## config.mk

```make
export PLATFORM = sky130hd
export DESIGN_NAME = ama_riscv_fetch_queue
export DESIGN_NICKNAME = d
export VERILOG_FILES = /design/src/rtl/ama_riscv_fetch_queue.sv
export SDC_FILE = /design/constraint.sdc
export NUM_CORES = 1
export LEC_CHECK = 0
export ABC_CLOCK_PERIOD_IN_PS = 16219
export CAP_MARGIN = 10
export CORE_ASPECT_RATIO = 0.8
export CORE_MARGIN = 5
export CORE_UTILIZATION = 35
export DETAILED_ROUTE_END_ITERATION = 12
export PLACE_DENSITY_LB_ADDON = 0.05
export SLEW_MARGIN = 20
export SYNTH_ARGS = -nofsm -noshare
export SYNTH_HDL_FRONTEND = slang
export SYNTH_SLANG_ARGS = --single-unit
```

## constraint.sdc

```tcl
create_clock -name clk -period 16.22 [get_ports clk]
set_input_delay 4.055 -clock clk [delete_from_list [all_inputs] [get_ports clk]]
set_output_delay 4.055 -clock clk [all_outputs]
set_load 0.02 [all_outputs]
```

## src/rtl/ama_riscv_fetch_queue.sv

```systemverilog
`default_nettype none
// ============================================================================
// Module   : ama_riscv_fetch_queue
// Purpose  : {pc, inst} decoupling FIFO between imem response and decode;
//            drives a NOP when empty and flushes in one cycle on redirect.
// Revision : 1.0 - initial release
// ============================================================================
module ama_riscv_fetch_queue #(
  parameter int          DEPTH = 4,
  parameter logic [31:0] NOP   = 32'h0000_0013
) (
  input  logic                   clk,
  input  logic                   rst,
  input  logic                   flush,
  input  logic                   in_valid,
  input  logic [31:0]            in_pc,
  input  logic [31:0]            in_inst,
  output logic                   in_ready,
  output logic                   out_valid,
  output logic [31:0]            out_pc,
  output logic [31:0]            out_inst,
  input  logic                   out_ready,
  output logic [$clog2(DEPTH):0] count
);

  localparam int          AW      = $clog2(DEPTH);
  localparam logic [AW:0] PTR_ONE = {{AW{1'b0}}, 1'b1};

  // Pointers carry one extra wrap bit so full and empty are distinguishable.
  logic [AW:0]  wr_ptr_q, wr_ptr_d;
  logic [AW:0]  rd_ptr_q, rd_ptr_d;
  logic [31:0]  pc_mem_q   [DEPTH];
  logic [31:0]  inst_mem_q [DEPTH];

  logic full, empty, push, pop;
  logic [AW-1:0] wr_idx, rd_idx;

  assign wr_idx = wr_ptr_q[AW-1:0];
  assign rd_idx = rd_ptr_q[AW-1:0];

  assign full  = (wr_idx == rd_idx) && (wr_ptr_q[AW] != rd_ptr_q[AW]);
  assign empty = (wr_ptr_q == rd_ptr_q);

  assign in_ready  = !full;
  assign out_valid = !empty;
  assign push      = in_valid  && in_ready  && !flush;
  assign pop       = out_valid && out_ready && !flush;
  assign count     = wr_ptr_q - rd_ptr_q;

  assign out_pc   = empty ? 32'h0 : pc_mem_q[rd_idx];
  assign out_inst = empty ? NOP   : inst_mem_q[rd_idx];

  always_comb begin
    wr_ptr_d = wr_ptr_q;
    rd_ptr_d = rd_ptr_q;
    if (flush) begin
      wr_ptr_d = '0;
      rd_ptr_d = '0;
    end else begin
      if (push) wr_ptr_d = wr_ptr_q + PTR_ONE;
      if (pop)  rd_ptr_d = rd_ptr_q + PTR_ONE;
    end
  end

  always_ff @(posedge clk) begin
    if (rst) begin
      wr_ptr_q <= '0;
      rd_ptr_q <= '0;
    end else begin
      wr_ptr_q <= wr_ptr_d;
      rd_ptr_q <= rd_ptr_d;
    end
  end

  // Storage is not reset; entries are only observable while valid.
  always_ff @(posedge clk) begin
    if (push) begin
      pc_mem_q[wr_idx]   <= in_pc;
      inst_mem_q[wr_idx] <= in_inst;
    end
  end

endmodule
`default_nettype wire
```

# [Word-level counts from Yosys, hierarchy flattened]
# Memories as Yosys holds them, arrays and structs flattened. A register that Yosys moved wholly into a read port is not among the register bits.
# Cells that the tools add are included.
[classes] reduce_logical=9 addsub=3 n_eq_ne=3 mux=8
[ops] cell="32-bit two-way mux" count=2
[ops] cell="2-bit two-way mux" count=4
[ops] cell="3-bit by 1-bit adder with 3-bit output (second input constant)" count=2
[ops] cell="1-bit logical AND" count=5
[ops] cell="3-bit == test" count=1
[ops] cell="1-bit logical NOT" count=3
[ops] cell="3-bit subtractor" count=1
[ops] cell="2-bit == test" count=1
[ops] cell="1-bit two-way mux" count=2
[ops] cell="2-bit OR reduction" count=1
[ops] cell="1-bit != test" count=1
[word_totals] memories=2 output_inout_bits=69 mem_bits_rw=256 input_bits=69 reg_bits=6 elab_cells=27
[memory_table] memory="inst_mem_q" depth=4 width=32 read_ports=1 rd_ports_with_merged_regs=1 wr=1 line="33" source="logic [31:0] inst_mem_q [DEPTH];"
[memory_table] memory="pc_mem_q" depth=4 width=32 read_ports=1 rd_ports_with_merged_regs=1 wr=1 line="32" source="logic [31:0] pc_mem_q [DEPTH];"

# [Logic depth before layout (Yosys ltp)]
[logic_depth] ltp_word=7 mapped_depth=7 mapped_depth_nobuf=5

# [Least setup slack after synthesis]
# Ideal clock, no wire load.
[synth_path] path_kind="input to register" start="in flush" end="reg wr_ptr_q[2]" setup_slack_ps=6546 path_buffers=0 cell_stages=3 t_required_ps=15872 setup_time_ps=348 arrival_ps=9326 cell_sequence="nand2b_1 -> a211oi_1 -> mux2i_1"
[synth_between] elab_chain_cells=2 word_cells_on_any_way=3 classes_between="reduce/logical (3)"
[synth_rtl] item="from (decl)" line="14" source="input logic flush,"
[synth_rtl] item="1-bit logical NOT" line="46" source="assign push = in_valid && in_ready && !flush;"
[synth_rtl] item="1-bit logical AND" line="46"
[synth_rtl] item="to (signal assigned)" line="70" source="wr_ptr_q <= wr_ptr_d;"
[synth_rtl] item="to (decl)" line="30" source="logic [AW:0] wr_ptr_q, wr_ptr_d;"
# Several ways; a longest one is shown, not always the timed one.
# A chain may end at the register's enable or synchronous reset.

# [Worst setup path after layout]
[layout_path] start="reg wr_ptr_q[0]" end="out out_inst[4]"
[layout_between] elab_chain_cells=2
[layout_rtl] item="3-bit == test" line="42" source="assign empty = (wr_ptr_q == rd_ptr_q);"
[layout_rtl] item="32-bit two-way mux" line="51" source="assign out_inst = empty ? NOP : inst_mem_q[rd_idx];"
[layout_rtl] item="to (decl)" line="21" source="output logic [31:0] out_inst,"
# No other way between the ends.

==> impl_metrics.env <==
export IMPL_cp_max_fo=34
export IMPL_clock_latency_ns=0.53
export IMPL_crit_start="wr_ptr_q[0]"
export IMPL_rows=56
export IMPL_htree_levels=1
export IMPL_fin_crit_ns=7.61
export IMPL_ys_flop_type="edfxtp_1"
export IMPL_ys_seq_area_frac=0.755
export IMPL_period_share=0.469
export IMPL_reg2reg_to="inst_mem_q[2][14]"
export IMPL_grt_busiest_layer="met2"
export IMPL_path_clk_slew_ns=0.06
export IMPL_antenna_found_initial=2
export IMPL_worstPathRequired_ns=12.16
export IMPL_drive_gt1_frac=0.133
export IMPL_path_cells="inv_1 > ha_1 > nand2_1 > nor2_4 > buf_4 > or2_1 > clkdlybuf4s50_1"
export IMPL_worstMarginPinSlew_ns=1.06
export IMPL_r2r_setup_slack_ns=13.34
export IMPL_setup_tns_ns=0
export IMPL_grtUsageMet2=0.216
export IMPL_dieArea_um2=33300
export IMPL_drv_slew=0
export IMPL_final_area_um2=13100
export IMPL_root_buffer="clkbuf_16"
export IMPL_start_kind="register"
export IMPL_power_density_nw_per_um2=113
export IMPL_crit_type="register to primary output"
export IMPL_place_gp_congestion=0.665
export IMPL_clkSinkCount=264
export IMPL_port_buffers=137
export IMPL_synth_warnings=0
export IMPL_netlist_instances=465
export IMPL_postPlaceCellArea_um2=12200
export IMPL_start_util=0.355
export IMPL_yosysMostFrequentCell="edfxtp_1"
export IMPL_synth_cell_types=30
export IMPL_yosys_register_bits=264
export IMPL_first_iter_violations=189
export IMPL_drv_cap=0
export IMPL_rsz0062_at_grt="false"
export IMPL_slowest_stage="nor2_4"
export IMPL_p_comb_frac=0.048
export IMPL_grt_pass1_vias=5354
export IMPL_yosysTopAreaCellShare=0.740
export IMPL_cp_end_kind="primary output"
export IMPL_hold_viol=0
export IMPL_wire_per_inst_um=21.0
export IMPL_dr_pass1_iters=4
export IMPL_reg2reg_from="wr_ptr_q[0]"
export IMPL_syn_to_final_growth_pct=26.2
export IMPL_p_sw_w=0.000283
export IMPL_cts_made_buffers=28
export IMPL_syn_nets=542
export IMPL_use_met1=0.167
export IMPL_grt_first_pass_wirelength_mm=32.2
export IMPL_avgSynthCellArea_um2=22.3
export IMPL_internal_power_w=0.00120
export IMPL_cts_resized_gates=0
export IMPL_via_per_inst=4.80
export IMPL_synthTopCellsByArea="edfxtp_1, mux4_1, mux4_2, nor2b_1, dfxtp_1"
export IMPL_gr_usage_all_layers=0.127
export IMPL_synth_top_area_cell="edfxtp_1"
export IMPL_drc=0
export IMPL_nets=693
export IMPL_synth_edff_count=256
export IMPL_cpPeakStageDelay_ns=0.73
export IMPL_synth_area_um2=10400
export IMPL_setup_viol=0
export IMPL_async_reset_ff_frac=0
export IMPL_dr_total_vias=4865
export IMPL_hpwl_mm=12.2
export IMPL_reg2reg_depth=5
export IMPL_holdBufCountCts=0
export IMPL_dieWidth_um=203
export IMPL_pin_count=138
export IMPL_pwr_share_clk=0.439
export IMPL_core_area_um2=29300
export IMPL_drtAntennaViolNets=0
export IMPL_cts_setup_buffers=0
export IMPL_p_leak_nw=4.14
export IMPL_grtUsageMet3=0.0300
export IMPL_seqPwrFrac=0.513
export IMPL_cts_max_path_buffers=3
export IMPL_netSwitchingFraction=0.191
export IMPL_outcome="finished clean"
export IMPL_grt_ovfl_total=0
export IMPL_antennaDiodeCount=0
export IMPL_die_h_um=164
export IMPL_arrival_ns=3.56
export IMPL_max_slew_margin=0.295
export IMPL_hold_class="register to register"
export IMPL_fmax_mhz=131
export IMPL_crit_end="out_inst[4]"
export IMPL_grt_max_degree=65
export IMPL_finClkSkew_ns=0.0119
export IMPL_cts_tree="yes"
export IMPL_drt_total_wl_mm=21.3
export IMPL_synthTopCellsByCount="edfxtp_1, nor2b_1, mux4_1"
export IMPL_irDropWorstVdd_mv=0.0727
## final cells by class
type	count	area, um^2
fill	2520	16200
sequential	264	7860
inverter	9	33.8
tap	377	472
clock inverter	18	211
multi-input combinational	170	2350
clock buffer	33	741
timing repair buffer	143	1450
## state kept, by name (all words and copies together), names as in the netlist, named ones only
| register | cells |
|---|---|
| inst_mem_q | 128 |
| pc_mem_q | 128 |
| rd_ptr_q | 3 |
| wr_ptr_q | 3 |
## cell usage in the layout (no fill, tap or decap), types with 2 or more instances in the layout
cell	count
edfxtp_1	256
clkdlybuf4s50_1	137
nor2b_1	58
mux4_1	36
clkbuf_16	29
mux4_2	28
nand2_1	10
inv_1	9
ha_1	7
clkinv_1	7
mux2i_1	6
dfxtp_1	6
bufinv_16	5
clkinv_2	4
clkbuf_1	4
buf_4	4
or2_1	3
and2_4	3
nor2b_4	2
or3_1	2
o211ai_1	2
dfxtp_4	2
clkinvlp_4	2
## metal layers
| layer | up-vias | share of wire | routed length, um |
|---|---|---|---|
| li1 | 2210 | - | - |
| met1 | 2509 | 0.44 | 9300 |
| met2 | 108 | 0.49 | 10500 |
| met3 | 34 | 0.045 | 963 |
| met4 | 4 | 0.022 | 472 |
| met5 | - | 0.00099 | 21 |
## power groups by stage
stage	clock, W	combinational [W]	sequential (W)
4_1_cts	0.000670	0.0000729	0.000761
3_5_place_dp	0	0.0000725	0.000775
2_1_floorplan	0	0.0000313	0.000775
5_1_grt	0.000702	0.0000766	0.000761
6_report	0.000650	0.0000711	0.000760
3_3_place_gp	0	0.0000702	0.000775
## cells by family (layout without fill, tap and decap cells)
group | after synthesis | after routing | share of synthesized area
simple gates | 85 | 85 | 0.0504
flops | 264 | 264 | 0.755
mux | 70 | 70 | 0.157
xor+xnor | 2 | 2 | 0.00241
fa+ha+maj | 8 | 8 | 0.0104
buf+inv | 31 | 203 | 0.0208
compound gates | 5 | 5 | 0.00337
## worst max-delay path: cells and delay by family (launching register included)
family | cells | cell delay (ns)
adder cells (fa/ha/maj) | 1 | 0.33
buffers and inverters | 3 | 1.24
flip-flops | 1 | 0.38
AND/OR/NAND/NOR | 3 | 1.01
## per-stage QoR
stage | instances | utilization | setup slack, ns | power, W | hold WS [ns]
after floorplan | 465 | - | 6.55 | 0.000806 | 0.469
after global placement | 961 | 0.414 | 9.09 | 0.000845 | 0.479
after detailed placement | 963 | 0.415 | 9.08 | 0.000847 | 0.508
after CTS | 1014 | 0.448 | 8.51 | 0.00150 | 0.516
after global routing | 1014 | 0.448 | 8.33 | 0.00154 | 0.527
final | 1014 | 0.448 | 8.61 | 0.00148 | 0.511
## worst min path at each step
| stage | depth (start not counted) | to | startpoint |
|---|---|---|---|
| final | 2 | wr_ptr_q[0] | wr_ptr_q[0] |
| after global routing | 2 | wr_ptr_q[0] | wr_ptr_q[0] |
| after global placement | 2 | wr_ptr_q[0] | wr_ptr_q[0] |
| after detailed placement | 2 | wr_ptr_q[0] | wr_ptr_q[0] |
| after floorplan | 2 | wr_ptr_q[0] | wr_ptr_q[0] |
| after CTS | 2 | wr_ptr_q[0] | wr_ptr_q[0] |
No activity file was read; power rests on OpenSTA's default activity.
